==> config.mk <==
export PLATFORM = sky130hd
export DESIGN_NAME = lif_spike_decoder
export DESIGN_NICKNAME = d
export VERILOG_FILES = /design/src/rtl/lif_pkg.sv /design/src/rtl/sat_counter.sv /design/src/rtl/lif_spike_decoder.sv
export SDC_FILE = /design/constraint.sdc
export NUM_CORES = 1
export LEC_CHECK = 0
export CORE_MARGIN = 2
export CORE_UTILIZATION = 35
export CTS_BUF_LIST = sky130_fd_sc_hd__clkbuf_8
export DETAILED_ROUTE_END_ITERATION = 8
export HOLD_SLACK_MARGIN = 0.05
export PLACE_DENSITY = 0.65
export SLEW_MARGIN = 20
export SYNTH_ARGS = -nofsm -noshare
export SYNTH_HDL_FRONTEND = slang
export SYNTH_HIERARCHICAL = 1
export SYNTH_SLANG_ARGS = --single-unit
==> constraint.sdc <==
create_clock -name clk -period 5.9 [get_ports clk]
set_input_delay 1.77 -clock clk [delete_from_list [all_inputs] [get_ports clk]]
set_output_delay 1.77 -clock clk [all_outputs]
set_load 0.05 [all_outputs]
==> src/rtl/lif_pkg.sv <==
// lif_pkg: shared widths, FSM states and result type for the LIF spike decoder.
package lif_pkg;

    localparam int DEF_CNT_W   = 8;
    localparam int DEF_SAT_MAX = (1 << DEF_CNT_W) - 1;

    typedef enum logic {ARMED, TRACK} state_t;

    typedef struct packed {
        logic [DEF_CNT_W-1:0] rate;
        logic [DEF_CNT_W-1:0] isi;
        logic                 overrun;
    } res_t;

endpackage

==> src/rtl/sat_counter.sv <==
// sat_counter: clearable up-counter that sticks at all-ones; q_inc is the pre-clear next value.
module sat_counter #(
    parameter int W = 8
) (
    input  logic         clk,
    input  logic         rst_n,
    input  logic         clr,
    input  logic         inc,
    output logic [W-1:0] q_inc
);

    logic [W-1:0] q;

    assign q_inc = (inc && q != '1) ? q + 1'b1 : q;

    always_ff @(posedge clk or negedge rst_n) begin
        if (!rst_n)
            q <= '0;
        else
            q <= clr ? '0 : q_inc;
    end

endmodule

==> src/rtl/lif_spike_decoder.sv <==
// lif_spike_decoder: windowed spike-rate and last-ISI decoder for the LIF neuron,
// presenting one result per window through a single-entry valid/ready register.
module lif_spike_decoder
    import lif_pkg::*;
#(
    parameter int WINDOW = 256,
    parameter int CNT_W  = DEF_CNT_W
) (
    input  logic             clk,
    input  logic             rst_n,
    input  logic             ena,
    input  logic             spike_in,
    output logic             out_valid,
    input  logic             out_ready,
    output logic [CNT_W-1:0] rate_out,
    output logic [CNT_W-1:0] isi_out,
    output logic             overrun
);

    localparam int WIN_W = $clog2(WINDOW);

    state_t             state_q, state_d;
    logic               spk_q;
    logic               evt;
    logic               win_end;
    logic               can_load;
    logic               ovr_pend;
    logic [WIN_W-1:0]   win_cnt;
    logic [CNT_W-1:0]   spk_inc;
    logic [CNT_W-1:0]   isi_inc;
    logic [CNT_W-1:0]   isi_last, isi_last_d;

    assign evt      = ena & spike_in & ~spk_q;
    assign win_end  = ena & (win_cnt == WIN_W'(WINDOW - 1));
    assign can_load = ~out_valid | out_ready;

    // spk_inc already includes an event landing on the closing cycle
    sat_counter #(.W(CNT_W)) u_spk_cnt (
        .clk   (clk),
        .rst_n (rst_n),
        .clr   (win_end),
        .inc   (evt),
        .q_inc (spk_inc)
    );

    sat_counter #(.W(CNT_W)) u_isi_cnt (
        .clk   (clk),
        .rst_n (rst_n),
        .clr   (evt),
        .inc   (ena & (state_q == TRACK)),
        .q_inc (isi_inc)
    );

    always_comb begin
        state_d    = evt ? TRACK : state_q;
        isi_last_d = (evt && state_q == TRACK) ? isi_inc : isi_last;
    end

    always_ff @(posedge clk or negedge rst_n) begin
        if (!rst_n) begin
            state_q  <= ARMED;
            spk_q    <= 1'b0;
            isi_last <= '0;
            win_cnt  <= '0;
        end else if (ena) begin
            state_q  <= state_d;
            spk_q    <= spike_in;
            isi_last <= isi_last_d;
            win_cnt  <= win_end ? '0 : win_cnt + 1'b1;
        end
    end

    // a result closing while the register is full and not being taken is dropped
    always_ff @(posedge clk or negedge rst_n) begin
        if (!rst_n) begin
            out_valid <= 1'b0;
            rate_out  <= '0;
            isi_out   <= '0;
            overrun   <= 1'b0;
            ovr_pend  <= 1'b0;
        end else if (win_end && can_load) begin
            out_valid <= 1'b1;
            rate_out  <= spk_inc;
            isi_out   <= isi_last_d;
            overrun   <= ovr_pend;
            ovr_pend  <= 1'b0;
        end else if (win_end) begin
            ovr_pend  <= 1'b1;
        end else if (out_ready) begin
            out_valid <= 1'b0;
        end
    end

endmodule

# After elaboration in Yosys (flattened, before gate mapping)
# Index checks and enable logic that the tools add are counted.
[word_totals]
reg_bits = 53
wordCells = 44
[op_classes]
n_addsub = 3
n_eq_ne = 4
muxes = 11
bitwise_logic = 7
reduce_logical = 8
[ops]
columns = ["cell", "n"]
rows = [
  ["2-to-1 mux 8 bit", 6],
  ["adder 8 x 1 -> 8 bit, second input constant", 3],
  ["inequality test 8 bit, second input constant", 2],
  ["== test 8 bit, second input constant", 1],
  ["2-to-1 mux 1 bit", 5],
  ["AND 1 bit", 4],
  ["logical AND 1 bit", 4],
  ["AND reduction 2 bit", 2],
  ["nonzero test 2 bit", 2],
  ["inequality test 2 bit, second input constant", 1],
  ["NOT 1 bit", 2],
  ["OR 1 bit", 1],
]

# Longest topological paths before layout
# Gate-level depths: netlist (run 1).
[logic_depth]
depth_word = 5
mapped_depth = 7

# By module
# Netlist (run 1), hierarchy kept.
[by_module_without_submodules]
columns = ["mod", "instances", "cells_per_inst", "area_per_inst_um2", "seq_area_each_um2"]
rows = [
  ["lif_spike_decoder", 1, 102, 1495.2, 925.9],
  ["sat_counter", 2, 57, 573.0, 200.2],
]

# Worst setup path after synthesis (run 1)
# No wires, ideal clock.
[synth_path]
kind = "in2reg"
start = "in ena"
end = "reg isi_out[1]"
setup_time_ps = 125
arrival_ps = 3194
required_ps = 5775
slack_ps = 2581
cell_stages = 6
path_cell_list = "buf_2 and2_1 a21boi_4 mux2_4 mux2_2 mux2_2"
[synth_between]
elab_chain_len = 4
elab_cells_between_ends = 9
classes_between = "2 x mux; 4 x bitwise; 3 x reduce/logical"
[synth_lines]
columns = ["item", "line", "rtl"]
rows = [
  ["from (decl)", "lif_spike_decoder.sv:11", "input logic ena,"],
  ["AND 1 bit", "lif_spike_decoder.sv:50", ".inc (ena & (state_q == TRACK)),"],
  ["logical AND 1 bit", "sat_counter.sv:14", "assign q_inc = (inc && q != '1) ? q + 1'b1 : q;"],
  ["2-to-1 mux 8 bit", "sat_counter.sv:14", ""],
  ["via isi_inc[1]", "lif_spike_decoder.sv:30", "logic [CNT_W-1:0] isi_inc;"],
  ["2-to-1 mux 8 bit", "lif_spike_decoder.sv:56", "isi_last_d = (evt && state_q == TRACK) ? isi_inc : isi_last;"],
  ["to (signal assigned)", "lif_spike_decoder.sv:84", "isi_out <= isi_last_d;"],
  ["to (decl)", "lif_spike_decoder.sv:16", "output logic [CNT_W-1:0] isi_out,"],
]
# The timed path passes the listed nets, and every way through them passes these cells.
# A chain may end at the register's enable or synchronous reset.

# Worst setup path in the final report (run 1)
[layout_path]
start = "in ena"
end = "reg isi_out[5]"
# Same word-level chain as after synthesis.

==> results of run 1 <==
[power by group]
group	switching, mW	total, mW	internal [mW]
combinational	0.0838	0.183	0.0987
sequential	0.0769	0.502	0.425
clock	0.112	0.249	0.137
total	0.273	0.933	0.660
[worst max path at each step]
stage / startpoint / to / slack [ps]
final: ena / isi_out[5] / 2140
after global routing: ena / u_spk_cnt/q[4] / 1920
after CTS: ena / isi_out[5] / 2130
after detailed placement: ena / isi_out[5] / 1820
after global placement: ena / u_spk_cnt/q[5] / 1850
after floorplan: ena / isi_out[1] / 2580
[final cells by class]
cell class                      count  area [um^2]  area share
Multi-Input combinational cell    153         1250       0.408
Timing Repair Buffer               24          230      0.0753
Inverter                            4         15.0     0.00491
Tap cell                           99          124      0.0405
Sequential cell                    53         1330       0.434
Clock inverter                      2         33.8      0.0110
Clock buffer                        6         82.6      0.0270
[layout by cell type, fill, tap and decap left out, drive strengths merged]
cell / instances
o21ai: 8
a211oi: 6
nor2: 7
ha: 3
mux2: 33
clkdlybuf4s50: 21
and4: 4
and2b: 2
xnor2: 3
or3: 6
nand3: 1
and2: 1
nand2b: 4
o21bai: 2
a21oi: 14
clkbuf: 6
o31a: 2
nand4: 8
a21boi: 2
mux2i: 2
nand2: 20
or2: 2
xor2: 9
inv: 5
dfrtp: 53
nor3: 1
nor2b: 3
bufinv: 1
nand4b: 1
and3: 7
o311a: 2
buf: 3
[metrics by stage]
| stage | worst slack, ps | area (um^2) | hold slack (ps) | util | power, mW |
|---|---|---|---|---|---|
| final | 2140 | 3060 | 499 | 0.420 | 0.933 |
| after global routing | 1920 | 3060 | 516 | 0.420 | 1.00 |
| after CTS | 2130 | 3060 | 505 | 0.420 | 0.948 |
| after detailed placement | 1820 | 2940 | 484 | 0.404 | 0.691 |
| after global placement | 1850 | 2940 | 478 | 0.404 | 0.686 |
| after floorplan | 2580 | 2640 | 467 | - | 0.637 |
[registers in the layout, summed over array words and instances, names as in the netlist]
name,cells
isi_last,8
spk_q,1
win_cnt,8
out_valid,1
state_q,1
overrun,1
rate_out,8
isi_out,8
u_isi_cnt/q,8
ovr_pend,1
u_spk_cnt/q,8
[kinds of logic after synthesis]
kind of cell	count (synthesis)	share of synthesized area
AND/OR/NAND/NOR	67	0.155
flip-flops	53	0.502
AO/OA/AOI/OAI	36	0.106
multiplexers	35	0.157
XOR/XNOR	12	0.0398
buffers and inverters	10	0.0256
adder cells (fa/ha/maj)	3	0.0142
[routing by layer]
metal / wire length (um) / up-vias / share of wire / global-route usage
met3: 152 / 7 / 0.033 / 0.0317
met4: 59 / 0 / 0.013 / 0.0341
li1: - / 817 / - / -
met2: 2180 / 21 / 0.48 / 0.196
met5: 0 / - / 0 / 0
met1: 2160 / 831 / 0.47 / 0.160
==> results.yml, run 1 <==
timing:
  worst_pin_slew_ps: 877
  finalSetupTns_ps: 0
  setup_viol: 0
  min_period_ps: 3760
  fmax_ghz: 0.266
  clock_skew_ps: 4.31
  slew_headroom: 0.413
  fin_crit_sh: 0.638
  finalMaxSlewViolations: 0
  finalHoldViolations: 0
  grt_setup_unrepaired: "no"
setup_path:
  crit_fanout: 12
  crit_cells: 7
  crit_slowest_cell: "clkdlybuf4s50_1"
  worst_setup_path_start_kind: "primary input"
  cp_top_family: "buffers and inverters"
  critical_path_class: "primary input to flop"
  critPathArrivalTime_ps: 3960
  reg2reg_to: "isi_out[1]"
  path_common_cell: "mux2_2"
  cp_slowest_stage_delay_ps: 690
  rrSetupSlack_ps: 3700
  reg2reg_depth: 6
  crit_chain: "clkdlybuf4s50_1 > and2_1 > nand4_1 > a211oi_4 > xor2_1 > mux2_2 > mux2_2"
  cp.buffers_inverters: 1
  worst_ep_required_time_ps: 6090
  reg2reg_from: "u_isi_cnt/q[0]"
  cp-end-kind: "flop"
finish:
  drive_above_1_share: 0.260
  diodes: 0
  fill_cells: 738
  fin_cells: 341
  synthToLayoutAreaGrowth_pct: 15.8
  layout.nets: 249
place:
  gp_congestion: 0.765
  dpl.hpwl_um: 3130
  place_inst: 333
  portBuffers: 22
pwr:
  power.density_nw_per_um2: 305
  ir_drop_uv: 117
  p_leak_nw: 1.39
min_path:
  whs_path_depth: 1
  hold_path.class: "flop to flop"
  hp-start: "isi_last[3]"
  min_to: "isi_last[3]"
drt:
  route.detailed.drc: 0
  drtIter0Drc: 70
  vias_per_cell: 4.91
  wl_per_cell_um: 13.3
  postRouteAntennaNets: 0
  first_pass_iters: 4
  vias: 1676
  wirelength_um: 4550
cts:
  cts_setup_buffers: 0
  cts_buffers: 5
  hold_buffers: 0
  cts_htree_levels: 2
  clockBufferDepth: 2
  cts.sink_count: 53
  cts_resized: 0
  cts_tree: "built"
  clock-root-buffer: "clkbuf_8"
  clk_pin_slew_ps: 90
  clock_latency_ps: 300
global_routing:
  overflow: 0
  grt_usage: 0.121
  antenna_found_initial: 0
  grt_pass1_wl_um: 8130
  grt_pass1_vias: 1719
  grt_max_degree: 54
synth:
  synth.most_common_cell: "dfrtp_1"
  yosysSeqAreaShare: 0.502
  synth.area.top_cells: "dfrtp_1 (50%), mux2_2 (12%), mux2_4 (3.4%)"
  synth_top_area_frac: 0.502
  syn_inst: 216
  async_flop_share: 1.00
  syn_nets: 224
  synth.avg_cell_area_um2: 12.2
  ys.flop_type: "dfrtp_1"
  synth-seq-cells: 53
  yosys.area.top_type: "dfrtp_1"
  synth_edf_count: 0
  syn_area_um2: 2640
  yosys_warnings: 6
  yosys-top-cells-count: "dfrtp_1 (53), mux2_2 (27), nand2_1 (20), a21oi_1 (14), xor2_1 (9)"
  synth_cell_types: 39
floorplan:
  core_area_um2: 7290
  die_y_um: 90.9
  start_util: 0.362
  die-area_um2: 8260
  rows: 31
  ioPinCount: 23
  die_x_um: 90.9
run:
  drv_cap: 0
run_status:
  status: "finished, final reports clean"
Power figures use the tool's default switching activity.
==> inputs of run 2 (changes only) <==
==> constraint.sdc (replaced) <==
create_clock -name clk -period 3.8 [get_ports clk]
set_input_delay 1.14 -clock clk [delete_from_list [all_inputs] [get_ports clk]]
set_output_delay 1.14 -clock clk [all_outputs]
set_load 0.05 [all_outputs]
==> run 2 against run 1 <==
  * Power increased by 47%
  * Wire length increased by 4.8%
  * Core utilization about the same
  * First-iteration DRC count down 16%
  * Worst setup slack lost 1300 ps
  * Register-to-register slack worse by 2100 ps
  * Cell area about the same
  * Critical path depth stayed put
  * Sequential share of layout area hardly changed
  * Worst hold slack better by 1.9 ps
==> results.yml, run 2 (same netlist as run 1, synthesis figures left out) <==
setup_path:
  rrSetupSlack_ps: 1610
  crit_slowest_cell: "clkdlybuf4s50_1"
  path_common_cell: "mux2_2"
  crit_cells: 7
  cp.buffers_inverters: 1
  critPathArrivalTime_ps: 3150
  worst_setup_path_start_kind: "primary input"
  critical_path_class: "primary input to flop"
  cp-end-kind: "flop"
  worst_ep_required_time_ps: 4000
  crit_fanout: 6
  cp_slowest_stage_delay_ps: 550
  cp_top_family: "multiplexers"
  reg2reg_from: "u_isi_cnt/q[0]"
  reg2reg_depth: 6
  reg2reg_to: "isi_out[1]"
  crit_chain: "clkdlybuf4s50_1 > and2_1 > nand4_1 > a211oi_4 > xor2_1 > mux2_2 > mux2_2"
floorplan:
  die-area_um2: 8260
  rows: 31
  core_area_um2: 7290
  die_x_um: 90.9
  ioPinCount: 23
  start_util: 0.362
  die_y_um: 90.9
finish:
  synthToLayoutAreaGrowth_pct: 15.9
  final_cell_mix: "dfrtp_1 (53), mux2_2 (27), clkdlybuf4s50_1 (21)"
  layout.nets: 252
  seq_area_um2: 1330
  multi_input_area_um2: 1250
  drive_above_1_share: 0.270
  diodes: 0
  fill_cells: 735
  final_common_cell: "dfrtp_1"
  fin_area_um2: 3060
pwr:
  power.density_nw_per_um2: 448
  p_leak_nw: 1.39
  power_mw: 1.37
  ir_drop_uv: 160
timing:
  holdWs_ps: 501
  worst_pin_slew_ps: 509
  fmax_ghz: 0.338
  grt_setup_unrepaired: "no"
  finalSetupTns_ps: 0
  setup_viol: 0
  fin_crit_sh: 0.777
  slew_headroom: 0.660
  finalHoldViolations: 0
  finalMaxSlewViolations: 0
  clock_skew_ps: 12.1
  min_period_ps: 2950
cts:
  cts_tree: "built"
  cts_htree_levels: 2
  clock_latency_ps: 310
  clock-root-buffer: "clkbuf_8"
  cts_buffers: 5
  clockBufferDepth: 2
  cts.sink_count: 53
  cts_setup_buffers: 0
  clk_pin_slew_ps: 100
  cts_resized: 0
  hold_buffers: 0
drt:
  vias_per_cell: 5.09
  first_pass_iters: 4
  postRouteAntennaNets: 0
  vias: 1747
  drtIter0Drc: 59
  route.detailed.drc: 0
  wl_per_cell_um: 13.9
  wirelength_um: 4770
place:
  dpl_cell_area_um2: 2980
  gp_congestion: 0.808
  portBuffers: 22
  dpl.hpwl_um: 3430
min_path:
  whs_path_depth: 1
  hp-start: "isi_last[2]"
  min_to: "isi_last[2]"
  hold_path.class: "flop to flop"
global_routing:
  grt_most_used_layer: "met2"
  grt_max_degree: 38
  grt_pass1_vias: 1787
  antenna_found_initial: 0
  met1_usage: 0.159
  grt_usage: 0.127
  gr-usage-met2: 0.215
  overflow: 0
  use_met3: 0.0359
  grt_pass1_wl_um: 8430
run_status:
  status: "finished, final reports clean"
run:
  drv_cap: 0
run 2: cell types whose count changed in the layout (fill, tap and decap cells not counted), sizes merged:
cell / delta
clkbuf: -1
buf: +3
bufinv: -1
clkinv: +1
run 2: worst max-delay path by stage:
stage / startpoint / slack [ps] / to
6_report: ena / 850 / isi_out[5]
5_1_grt: ena / 730 / rate_out[5]
4_1_cts: ena / 870 / isi_out[5]
3_5_place_dp: ena / 550 / rate_out[5]
3_3_place_gp: ena / 590 / rate_out[5]
2_1_floorplan: ena / 1110 / isi_out[1]
run 2: area by class of cell:
class / instances / share of cell area
clock inverter: 2 / 0.00450
inverter: 4 / 0.00491
timing repair buffer: 27 / 0.0867
sequential: 53 / 0.433
multi-input combinational: 153 / 0.408
tap: 99 / 0.0405
clock buffer: 5 / 0.0225
run 2: per-layer routing:
layer / routed length (um) / vias to the layer above / part of all wire
li1: - / 830 / -
met1: 2130 / 885 / 0.45
met2: 2430 / 26 / 0.51
met3: 151 / 6 / 0.032
met4: 55 / 0 / 0.012
met5: 0 / - / 0
run 2: stage by stage:
stage / utilization / setup slack, ps / std cells
2_1_floorplan: - / 1110 / 216
3_3_place_gp: 0.408 / 591 / 336
3_5_place_dp: 0.408 / 554 / 336
4_1_cts: 0.420 / 872 / 343
5_1_grt: 0.420 / 730 / 343
6_report: 0.420 / 846 / 343
run 2: report_power, final:
part,total [mW],internal [mW],switching [mW]
combinational,0.282,0.153,0.129
sequential,0.777,0.660,0.117
clock,0.312,0.128,0.184
total,1.37,0.941,0.430
